===== src/rtl/gp_arbiter.sv =====
// gp_arbiter: three-way round-robin arbiter in front of a single graphics
// processor. A granted requester's rectangle command is latched and
// presented on gp_* with gp_en. It is held until the processor raises
// gp_finish, or until the optional watchdog aborts it. The processor's
// finish level must then fall before the next command can be issued.
module gp_arbiter #(
    parameter int unsigned TIMEOUT = 32'd1_000_000
) (
    input  logic        clk,
    input  logic        rst_n,
    input  logic [2:0]  req,
    input  logic [2:0]  req_opcode,
    input  logic [29:0] req_tl_x,
    input  logic [26:0] req_tl_y,
    input  logic [29:0] req_br_x,
    input  logic [26:0] req_br_y,
    input  logic [35:0] req_arg,
    output logic [2:0]  grant,
    output logic [2:0]  done,
    output logic        timeout_err,
    output logic        gp_en,
    output logic        gp_opcode,
    output logic [9:0]  gp_tl_x,
    output logic [8:0]  gp_tl_y,
    output logic [9:0]  gp_br_x,
    output logic [8:0]  gp_br_y,
    output logic [11:0] gp_arg,
    input  logic        gp_finish
);

    typedef enum logic [1:0] {
        ST_IDLE    = 2'b00,
        ST_BUSY    = 2'b01,
        ST_RELEASE = 2'b10
    } state_t;

    // Watchdog threshold: a zero TIMEOUT switches the abort path off.
    localparam logic [31:0] TIMEOUT_W = TIMEOUT;
    localparam logic        WDOG_ON   = (TIMEOUT_W != 32'd0);
    localparam logic [31:0] WDOG_LAST = WDOG_ON ? (TIMEOUT_W - 32'd1) : 32'd0;

    // One-hot encoding of a requester index (0..2).
    function automatic logic [2:0] onehot3(input logic [1:0] idx);
        logic [2:0] res;
        case (idx)
            2'd0:    res = 3'b001;
            2'd1:    res = 3'b010;
            2'd2:    res = 3'b100;
            default: res = 3'b000;
        endcase
        return res;
    endfunction

    // Successor of a requester index, modulo 3.
    function automatic logic [1:0] next_idx(input logic [1:0] idx);
        logic [1:0] res;
        case (idx)
            2'd0:    res = 2'd1;
            2'd1:    res = 2'd2;
            2'd2:    res = 2'd0;
            default: res = 2'd0;
        endcase
        return res;
    endfunction

    // Round-robin search starting at ptr_v; returns {found, index}.
    function automatic logic [2:0] rr_pick(input logic [2:0] req_v,
                                           input logic [1:0] ptr_v);
        logic [2:0] res;
        logic [1:0] cand;
        res  = 3'b000;
        cand = (ptr_v == 2'd3) ? 2'd0 : ptr_v;
        for (int k = 0; k < 3; k++) begin
            if (!res[2] && req_v[cand]) begin
                res = {1'b1, cand};
            end else begin
                res = res;
            end
            cand = next_idx(cand);
        end
        return res;
    endfunction

    state_t      state_r;
    state_t      state_nx_s;
    logic [1:0]  ptr_r;
    logic [1:0]  owner_r;
    logic [31:0] wdog_r;

    logic [2:0]  pick_s;
    logic        pick_found_s;
    logic [1:0]  pick_idx_s;

    logic        launch_s;
    logic        finish_exit_s;
    logic        wdog_exit_s;
    logic        exit_s;
    logic        leave_s;
    logic        wdog_expired_s;

    logic        sel_opcode_s;
    logic [9:0]  sel_tl_x_s;
    logic [8:0]  sel_tl_y_s;
    logic [9:0]  sel_br_x_s;
    logic [8:0]  sel_br_y_s;
    logic [11:0] sel_arg_s;

    logic [2:0]  grant_r;
    logic [2:0]  done_r;
    logic        timeout_err_r;
    logic        gp_en_r;
    logic        gp_opcode_r;
    logic [9:0]  gp_tl_x_r;
    logic [8:0]  gp_tl_y_r;
    logic [9:0]  gp_br_x_r;
    logic [8:0]  gp_br_y_r;
    logic [11:0] gp_arg_r;

    // Round-robin winner among the live requests.
    always_comb begin
        pick_s       = rr_pick(req, ptr_r);
        pick_found_s = pick_s[2];
        pick_idx_s   = pick_s[1:0];
    end

    // Command fields of the current winner, extracted from the packed buses.
    always_comb begin
        sel_opcode_s = 1'b0;
        sel_tl_x_s   = 10'd0;
        sel_tl_y_s   = 9'd0;
        sel_br_x_s   = 10'd0;
        sel_br_y_s   = 9'd0;
        sel_arg_s    = 12'd0;
        case (pick_idx_s)
            2'd0: begin
                sel_opcode_s = req_opcode[0];
                sel_tl_x_s   = req_tl_x[9:0];
                sel_tl_y_s   = req_tl_y[8:0];
                sel_br_x_s   = req_br_x[9:0];
                sel_br_y_s   = req_br_y[8:0];
                sel_arg_s    = req_arg[11:0];
            end
            2'd1: begin
                sel_opcode_s = req_opcode[1];
                sel_tl_x_s   = req_tl_x[19:10];
                sel_tl_y_s   = req_tl_y[17:9];
                sel_br_x_s   = req_br_x[19:10];
                sel_br_y_s   = req_br_y[17:9];
                sel_arg_s    = req_arg[23:12];
            end
            2'd2: begin
                sel_opcode_s = req_opcode[2];
                sel_tl_x_s   = req_tl_x[29:20];
                sel_tl_y_s   = req_tl_y[26:18];
                sel_br_x_s   = req_br_x[29:20];
                sel_br_y_s   = req_br_y[26:18];
                sel_arg_s    = req_arg[35:24];
            end
            default: begin
                sel_opcode_s = 1'b0;
                sel_tl_x_s   = 10'd0;
                sel_tl_y_s   = 9'd0;
                sel_br_x_s   = 10'd0;
                sel_br_y_s   = 9'd0;
                sel_arg_s    = 12'd0;
            end
        endcase
    end

    // Watchdog fires on the last permitted BUSY cycle.
    always_comb begin
        wdog_expired_s = WDOG_ON & (wdog_r == WDOG_LAST);
    end

    // Next-state logic and the single-cycle control strobes it produces.
    always_comb begin
        state_nx_s    = state_r;
        launch_s      = 1'b0;
        finish_exit_s = 1'b0;
        wdog_exit_s   = 1'b0;
        leave_s       = 1'b0;
        case (state_r)
            ST_IDLE: begin
                // A finish level still high from the last command blocks issue.
                if (!gp_finish && pick_found_s) begin
                    launch_s   = 1'b1;
                    state_nx_s = ST_BUSY;
                end else begin
                    state_nx_s = ST_IDLE;
                end
            end
            ST_BUSY: begin
                // A real finish takes priority over a simultaneous watchdog hit.
                if (gp_finish) begin
                    finish_exit_s = 1'b1;
                    state_nx_s    = ST_RELEASE;
                end else if (wdog_expired_s) begin
                    wdog_exit_s = 1'b1;
                    state_nx_s  = ST_RELEASE;
                end else begin
                    state_nx_s = ST_BUSY;
                end
            end
            ST_RELEASE: begin
                if (!gp_finish) begin
                    leave_s    = 1'b1;
                    state_nx_s = ST_IDLE;
                end else begin
                    state_nx_s = ST_RELEASE;
                end
            end
            default: begin
                state_nx_s = ST_IDLE;
            end
        endcase
    end

    assign exit_s = finish_exit_s | wdog_exit_s;

    // State, fairness pointer, current owner and watchdog counter.
    always_ff @(posedge clk or negedge rst_n) begin
        if (!rst_n) begin
            state_r <= ST_IDLE;
            ptr_r   <= 2'd0;
            owner_r <= 2'd0;
            wdog_r  <= 32'd0;
        end else begin
            state_r <= state_nx_s;
            if (exit_s) begin
                ptr_r <= next_idx(owner_r);
            end else begin
                ptr_r <= ptr_r;
            end
            if (launch_s) begin
                owner_r <= pick_idx_s;
            end else begin
                owner_r <= owner_r;
            end
            if (launch_s) begin
                wdog_r <= 32'd0;
            end else if (state_r == ST_BUSY) begin
                wdog_r <= wdog_r + 32'd1;
            end else begin
                wdog_r <= wdog_r;
            end
        end
    end

    // Grant, command-valid and the one-cycle completion/abort pulses.
    always_ff @(posedge clk or negedge rst_n) begin
        if (!rst_n) begin
            grant_r       <= 3'b000;
            done_r        <= 3'b000;
            timeout_err_r <= 1'b0;
            gp_en_r       <= 1'b0;
        end else begin
            if (launch_s) begin
                grant_r <= onehot3(pick_idx_s);
            end else if (leave_s) begin
                grant_r <= 3'b000;
            end else begin
                grant_r <= grant_r;
            end
            done_r        <= exit_s ? onehot3(owner_r) : 3'b000;
            timeout_err_r <= wdog_exit_s;
            if (launch_s) begin
                gp_en_r <= 1'b1;
            end else if (exit_s) begin
                gp_en_r <= 1'b0;
            end else begin
                gp_en_r <= gp_en_r;
            end
        end
    end

    // Command latch: captured only at launch, so requester changes are ignored.
    always_ff @(posedge clk or negedge rst_n) begin
        if (!rst_n) begin
            gp_opcode_r <= 1'b0;
            gp_tl_x_r   <= 10'd0;
            gp_tl_y_r   <= 9'd0;
            gp_br_x_r   <= 10'd0;
            gp_br_y_r   <= 9'd0;
            gp_arg_r    <= 12'd0;
        end else if (launch_s) begin
            gp_opcode_r <= sel_opcode_s;
            gp_tl_x_r   <= sel_tl_x_s;
            gp_tl_y_r   <= sel_tl_y_s;
            gp_br_x_r   <= sel_br_x_s;
            gp_br_y_r   <= sel_br_y_s;
            gp_arg_r    <= sel_arg_s;
        end else begin
            gp_opcode_r <= gp_opcode_r;
            gp_tl_x_r   <= gp_tl_x_r;
            gp_tl_y_r   <= gp_tl_y_r;
            gp_br_x_r   <= gp_br_x_r;
            gp_br_y_r   <= gp_br_y_r;
            gp_arg_r    <= gp_arg_r;
        end
    end

    assign grant       = grant_r;
    assign done        = done_r;
    assign timeout_err = timeout_err_r;
    assign gp_en       = gp_en_r;
    assign gp_opcode   = gp_opcode_r;
    assign gp_tl_x     = gp_tl_x_r;
    assign gp_tl_y     = gp_tl_y_r;
    assign gp_br_x     = gp_br_x_r;
    assign gp_br_y     = gp_br_y_r;
    assign gp_arg      = gp_arg_r;

endmodule

===== config.mk =====
export PLATFORM = sky130hd
export DESIGN_NAME = gp_arbiter
export DESIGN_NICKNAME = d
export VERILOG_FILES = /design/src/rtl/gp_arbiter.sv
export SDC_FILE = /design/constraint.sdc
export NUM_CORES = 1
export LEC_CHECK = 0
export ABC_AREA = 0
export ABC_CLOCK_PERIOD_IN_PS = 3780
export BUFFER_PORTS_ARGS = -buffer_cell sky130_fd_sc_hd__buf_2
export CAP_MARGIN = 5
export CORE_MARGIN = 5
export CORE_UTILIZATION = 45
export DETAILED_ROUTE_END_ITERATION = 7
export PLACE_DENSITY_LB_ADDON = 0.12
export SLEW_MARGIN = 20
export SYNTH_ARGS = -nofsm -noshare
export SYNTH_HDL_FRONTEND = slang
export SYNTH_SLANG_ARGS = --single-unit

===== constraint.sdc =====
create_clock -name clk -period 3.78 [get_ports clk]
set_clock_uncertainty 0.2 [all_clocks]
set_input_delay 0.945 -clock clk [delete_from_list [all_inputs] [get_ports clk]]
set_output_delay 0.945 -clock clk [all_outputs]
set_load 0.03 [all_outputs]

==> results of run 1 <==
==> state kept, by name (all words and copies together), names as in the netlist <==
register,count
grant,3
owner_r,2
gp_arg,12
gp_opcode,1
done,3
wdog_r,32
gp_tl_x,10
gp_en,1
timeout_err,1
state_r,2
gp_br_y,9
gp_tl_y,9
ptr_r,2
gp_br_x,10
==> area by class of cell <==
type	count	share of cell area (%)
clock buffers	11	3.879
multi-input cells	385	37.00
inverters	5	0.2880
clock inverters	5	0.4608
flip-flops and latches	97	37.25
well taps	140	2.688
repair buffers	227	18.43
==> per-stage QoR <==
step	instances	hold slack, ns
2_1_floorplan	527	0.2463
3_3_place_gp	854	0.2669
3_5_place_dp	854	0.2856
4_1_cts	870	0.2944
5_1_grt	870	0.3209
6_report	870	0.2869
==> critical path, cell delays in order (launching register included) <==
cell,delay [ns]
dfrtp_1,0.40
inv_1,0.08
ha_1,0.40
nand2b_1,0.10
o21ai_0,0.35
a32o_2,0.61
buf_12,0.28
a221oi_1,0.13
a21oi_1,0.21
==> report_power, final <==
| group | switching [mW] | internal [mW] | total (mW) |
|---|---|---|---|
| Clock | 0.382 | 0.479 | 0.860 |
| Sequential | 0.223 | 1.39 | 1.61 |
| Combinational | 1.95 | 0.908 | 2.86 |
| Total | 2.56 | 2.78 | 5.33 |
==> metal layers <==
layer | GRT usage, % | vias up | share of wire (%)
met5 | 0 | - | 0
met4 | 10.83 | 0 | 3.3
met3 | 3.109 | 42 | 7.2
met2 | 37.67 | 247 | 49
met1 | 30.47 | 2489 | 41
li1 | - | 2399 | -
==> placed cells by master (no fill, tap or decap), types with 3 or more instances in the layout <==
| cell type | n |
|---|---|
| inv_1 | 5 |
| nand4_1 | 8 |
| nand2_1 | 32 |
| o21ai_0 | 10 |
| nand2b_1 | 4 |
| clkinv_2 | 3 |
| a221oi_1 | 44 |
| nand3_1 | 75 |
| o211ai_1 | 7 |
| o31ai_1 | 10 |
| a21o_1 | 3 |
| clkbuf_16 | 9 |
| buf_4 | 8 |
| nor3_1 | 3 |
| and3_1 | 6 |
| nor2b_1 | 4 |
| a21oi_1 | 53 |
| a221oi_2 | 7 |
| ha_1 | 5 |
| and4_1 | 5 |
| o21ai_1 | 9 |
| buf_12 | 3 |
| dfrtp_1 | 97 |
| buf_2 | 216 |
| mux2i_1 | 9 |
| nor2_1 | 56 |
| nor4_1 | 4 |
==> logic make-up after synthesis <==
| kind of cell | share of synthesized area, % |
|---|---|
| buf+inv | 5.201 |
| mux | 1.775 |
| compound gates | 23.59 |
| simple gates | 20.04 |
| xor+xnor | 0.3451 |
| fa+ha+maj | 1.232 |
| flops | 47.82 |
==> path summary, 6_finish.rpt <==
| kind | end | cells past startpoint | slack, ns |
|---|---|---|---|
| max in group asynchronous | gp_arg[5] | 2 | 2.30 |
| setup / recovery | gp_tl_y[1] | 8 | 0.93 |
| hold reg to reg | wdog_r[17] | 1 | 0.29 |
| hold / removal | wdog_r[17] | 1 | 0.29 |
| setup reg to reg | gp_tl_y[1] | 8 | 0.93 |
| min in group asynchronous | done[0] | 1 | 0.38 |
==> results.py, run 1 <==
metrics = {
    "routing": {
        "wl_um": 15830,
        "drt_first_pass_iters": 4,
        "antenna_left": 0,
        "drt_iter0_drc": 455,
        "wl_per_cell_um": 18.20,
        "avgViaCountPerCell": 5.951,
        "vias": 5177,
        "drc": 0,
    },
    "logic_synthesis": {
        "synth.distinct_cells": 51,
        "synth_area_leaders": "dfrtp_1, a221oi_1, nand3_1, a21oi_1, nor2_1",
        "async_flop_share_pct": 100.0,
        "yosys.area.top_type_share_pct": 47.82,
        "synth-seq-area-share_pct": 47.82,
        "syn_avg_cell_area_um2": 9.632,
        "postSynthCellCount": 527,
        "yosysTopAreaCell": "dfrtp_1",
        "synth-seq-cells": 97,
        "synthFlopType": "dfrtp_1",
        "synth_edf_count": 0,
        "syn-num-nets": 691,
        "syn_area_um2": 5076,
        "synth_commonest_cells": "dfrtp_1, nand3_1, nor2_1, a21oi_1, a221oi_1",
        "synth.most_common_cell": "dfrtp_1",
        "synth-warning-count": 0,
    },
    "final_layout": {
        "regArea_um2": 2427,
        "final_core_util_pct": 59.59,
        "layout-drive-gt1-share_pct": 36.44,
        "final_nets": 889,
        "final_cell_area_um2": 6516,
        "multi_input_area_um2": 2411,
        "nFillCells": 1007,
        "syn_to_final_growth_pct": 28.37,
        "n_antenna_cell": 0,
    },
    "clock_network": {
        "clockBufferDepth": 2,
        "holdBufCountCts": 0,
        "cts-root-buf": "clkbuf_16",
        "cts_max_level": 3,
        "cts.sinks": 97,
        "numCtsBuffers": 9,
        "clkLatencyLatePin_ns": 0.34,
        "cts_resized": 0,
        "cts_setup_buffers": 0,
        "cts_tree": "built",
        "clk_pin_slew_ns": 0.07,
    },
    "timing": {
        "min_period_ns": 2.848,
        "tns_ns": 0,
        "rsz0062_at_grt": "no",
        "max_slew_margin_pct": 51.58,
        "drv_slew": 0,
        "layout_setup_ws_ns": 0.9323,
        "tightest_slew_ns": 0.7262,
        "fmax_mhz": 351.2,
        "hold_viol": 0,
        "period_share_pct": 75.33,
        "setup_viol": 0,
    },
    "setup_path": {
        "endpoint_kind": "flop",
        "r2r_start": "ptr_r[0]",
        "cp-startpoint": "ptr_r[0]",
        "worstSetupPathType": "reg2reg",
        "start_kind": "flop",
        "cp.required_ns": 3.84,
        "cp.arrival_ns": 2.91,
        "crit_fanout": 34,
    },
    "floorplan": {
        "boundaryPins": 218,
        "initial_core_util_pct": 46.42,
        "core_um2": 10940,
        "die-area_um2": 13500,
        "dieWidth_um": 116.2,
        "rows": 38,
        "die_h_um": 116.2,
    },
    "worst_hold_path": {
        "hp-class": "reg2reg",
        "min_from": "wdog_r[17]",
    },
    "global_routing": {
        "grt_pass1_wl_um": 24920,
        "grt_pass1_vias": 5195,
        "grt_usage_pct": 23.05,
        "grt_max_degree": 60,
        "grt-ovfl-total": 0,
        "grt_antenna_before_repair": 0,
    },
    "flow_run": {
        "drv_cap": 0,
    },
    "outcome": {
        "outcome": "completed",
    },
    "power": {
        "power.density_nw_per_um2": 818.5,
        "power_mw": 5.334,
        "ir_drop_mv": 0.5393,
        "leakage_nw": 3.087,
    },
    "place": {
        "place_area_um2": 6233,
        "hpwl_um": 11570,
        "place_ws_ns": 0.6769,
        "place_congestion": 0.8774,
        "port_buffers": 217,
    },
}
Note: power is estimated with default switching activity, not from simulation.
==> run 2: changes to the inputs <==
- ABC_AREA: 0 -> 1
- ABC_CLOCK_PERIOD_IN_PS: 3780 -> 2750
- clock period: 3.78 -> 2.75 ns (I/O delays scaled with it)
==> run 2 against run 1 <==
  * Combinational power rose by 120%
  * Register-to-register slack got worse by 0.66 ns
  * Synthesized cell count up 74%
  * Die area up 20%
  * Clock power increased by 56%
  * Cell area grew 19%
  * Clock-buffer cell count unchanged
  * Non-clock buffer count grew 5
  * Routed wire length rose by 16%
  * Sequential share of layout area shrank 6.0 points
  * Via count up 23%
  * Largest cell class is now multi-input combinational cells
  * Total power rose by 82%
==> results.py, run 2 <==
metrics = {
    "final_layout": {
        "final_nets": 1284,
        "top_register": "wdog_r",
        "layout-drive-gt1-share_pct": 25.60,
        "syn_to_final_growth_pct": 24.90,
        "nFillCells": 1454,
        "regArea_um2": 2427,
        "final_cell_mix": "nand2_1, buf_2, nand3_1",
        "largest_register_ffs": 32,
        "layout_commonest_cell": "nand2_1",
        "final_core_util_pct": 56.54,
        "multi_input_area_um2": 3142,
    },
    "setup_path": {
        "start_kind": "flop",
        "r2r_setup_slack_ns": 0.28,
        "reg2reg_depth": 15,
        "crit_chain": "inv_1, ha_1, inv_2, nand3_2, inv_1, a21oi_1, nand3_1, nand2_2, buf_4, nand3_1, nand2_1, inv_1, nand2_1, nand2_1, nand2_1",
        "critPathBufInv": 5,
        "max_stage_delay_ns": 0.41,
        "crit_fanout": 26,
        "cp.arrival_ns": 2.56,
        "cp_num_cells": 15,
        "crit_path_top_delay_cell": "ha_1",
        "cp.required_ns": 2.84,
        "endpoint_kind": "flop",
        "critPathTopFamily": "simple AND/OR/NAND/NOR gates",
        "crit_top_cell": "nand2_1",
        "worstSetupPathType": "reg2reg",
    },
    "timing": {
        "fmax_mhz": 404.2,
        "setup_viol": 0,
        "period_share_pct": 89.96,
        "tns_ns": 0,
        "rsz0062_at_grt": "no",
        "drv_slew": 0,
        "min_period_ns": 2.474,
        "tightest_slew_ns": 0.4895,
        "max_slew_margin_pct": 67.37,
        "timing.hold.ws_ns": 0.07766,
        "hold_viol": 0,
    },
    "floorplan": {
        "die_h_um": 127.5,
        "dieWidth_um": 127.5,
        "boundaryPins": 218,
        "rows": 43,
        "initial_core_util_pct": 45.27,
        "core_um2": 13720,
        "die-area_um2": 16250,
    },
    "power": {
        "leakage_nw": 4.408,
        "cellInternalPower_mw": 4.671,
        "clkPwrFrac_pct": 13.8,
        "power.switching_mw": 5.043,
        "ir_drop_mv": 0.8190,
        "power.density_nw_per_um2": 1252,
        "pwr-share-comb_pct": 64.2,
        "seqPwrFrac_pct": 22.0,
        "p_sw_share_pct": 51.91,
    },
    "global_routing": {
        "grt_pass1_vias": 5953,
        "grt_pass1_wl_um": 29640,
        "grt-ovfl-total": 0,
        "grt_max_degree": 59,
        "grt_usage_pct": 22.61,
        "grt_antenna_before_repair": 2,
    },
    "logic_synthesis": {
        "synth-warning-count": 0,
        "yosys.area.top_type_share_pct": 39.08,
        "yosysTopAreaCell": "dfrtp_1",
        "postSynthCellCount": 917,
        "syn_avg_cell_area_um2": 6.773,
        "async_flop_share_pct": 100.0,
        "synth_edf_count": 0,
        "synth.distinct_cells": 33,
        "synth.most_common_cell": "nand2_1",
        "syn-num-nets": 1081,
        "synth-seq-cells": 97,
        "synthFlopType": "dfrtp_1",
        "synth_area_leaders": "dfrtp_1, nand2_1, nand3_1, inv_1, nand3_2",
        "synth-seq-area-share_pct": 39.08,
        "syn_area_um2": 6211,
        "synth_commonest_cells": "nand2_1, nand3_1, dfrtp_1, inv_1, nor2_1",
    },
    "routing": {
        "wl_per_cell_um": 14.02,
        "vias": 6374,
        "antenna_left": 0,
        "drt_iter0_drc": 354,
        "avgViaCountPerCell": 4.881,
        "wl_um": 18300,
        "drc": 0,
        "drt_first_pass_iters": 4,
    },
    "clock_network": {
        "cts_setup_buffers": 0,
        "cts-root-buf": "clkbuf_16",
        "clkLatencyLatePin_ns": 0.35,
        "numCtsBuffers": 9,
        "cts_max_level": 3,
        "clockBufferDepth": 2,
        "clk_pin_slew_ns": 0.06,
        "cts.sinks": 97,
        "cts_tree": "built",
    },
    "worst_hold_path": {
        "hp-class": "in2async",
    },
    "outcome": {
        "outcome": "completed",
    },
    "place": {
        "hpwl_um": 13770,
        "place_congestion": 0.8594,
        "port_buffers": 217,
    },
    "flow_run": {
        "drv_cap": 0,
    },
}
-- run 2: changes by cell type after synthesis, moves of 13 or more --
| cell | change |
|---|---|
| a21oi_1 | -38 |
| clkbuf_1 | -19 |
| nand3_2 | +24 |
| nand2_1 | +364 |
| inv_1 | +92 |
| buf_4 | +15 |
| nor2_1 | -13 |
| a221oi_1 | -44 |
| nand3_1 | +53 |
-- run 2: worst reg2reg max path, cell delays in order (launching register included) --
cell     delay, ns
dfrtp_1       0.39
inv_1         0.08
ha_1          0.41
inv_2         0.09
nand3_2       0.08
inv_1         0.06
a21oi_1       0.12
nand3_1       0.09
nand2_2       0.13
buf_4         0.31
nand3_1       0.12
nand2_1       0.12
inv_1         0.05
nand2_1       0.05
nand2_1       0.05
nand2_1       0.06
-- run 2: layout make-up --
class                      count  area share (%)
multi-input combinational    680           40.50
timing repair buffer         232           16.34
sequential                    97           31.29
clock buffer                  11           3.000
tap                          180           2.903
clock inverter                 5           1.032
inverter                     100           4.903
antenna                        1         0.03226
-- run 2: path summary, 6_finish.rpt --
| path | from | to |
|---|---|---|
| min | rst_n | gp_tl_x[2] |
| min in group clk | gp_en | gp_en |
| max | ptr_r[0] | gp_arg[4] |
| min reg2reg | gp_en | gp_en |
| max reg2reg | ptr_r[0] | gp_arg[4] |
| max in group asynchronous | rst_n | wdog_r[22] |
-- run 2: per-layer routing --
layer,up-vias,track usage (%),part of all wire [%],routed length [µm]
li1,3287,-,-,-
met1,2888,28.93,43,7940
met2,163,36.54,48,8710
met3,34,6.145,6.5,1197
met4,2,8.707,2.4,448
met5,-,0,0.038,7
-- run 2: timing repair --
item	in CTS	in global routing
gates resized for setup	0	2
endpoints found under the setup margin	0	3
hold buffers	0	0
hold endpoints to repair	0	0
-- run 2: logic make-up after synthesis --
logic type                 after synthesis  share of synthesized area (%)
DFF                                     97                          39.08
buffers and inverters                  140                          10.33
xor gates and xnor gates                 6                         0.8462
adders and majority gates                5                          1.007
AOI/OAI and AO/OA                       36                          3.123
and+or+nand+nor                        630                          45.12
muxes                                    3                         0.4835
-- run 2: stage by stage --
stage	instance area (µm²)	worst slack (ns)	total power, mW	std cells
global placement	7436	0.2594	8.379	1289
floorplan	6211	0.6164	6.967	917
CTS	7749	0.1772	9.786	1305
detailed placement	7436	0.2194	8.412	1289
global route	7757	0.05860	10.63	1306
finish	7757	0.2762	9.714	1306
-- run 2: power by group through the flow --
| stage | logic [mW] | clock network [mW] | registers [mW] |
|---|---|---|---|
| 2_1_floorplan | 4.09 | 0 | 2.88 |
| 3_3_place_gp | 6.23 | 0 | 2.15 |
| 3_5_place_dp | 6.27 | 0 | 2.14 |
| 4_1_cts | 6.28 | 1.37 | 2.14 |
| 5_1_grt | 7.00 | 1.43 | 2.20 |
| 6_report | 6.24 | 1.34 | 2.14 |
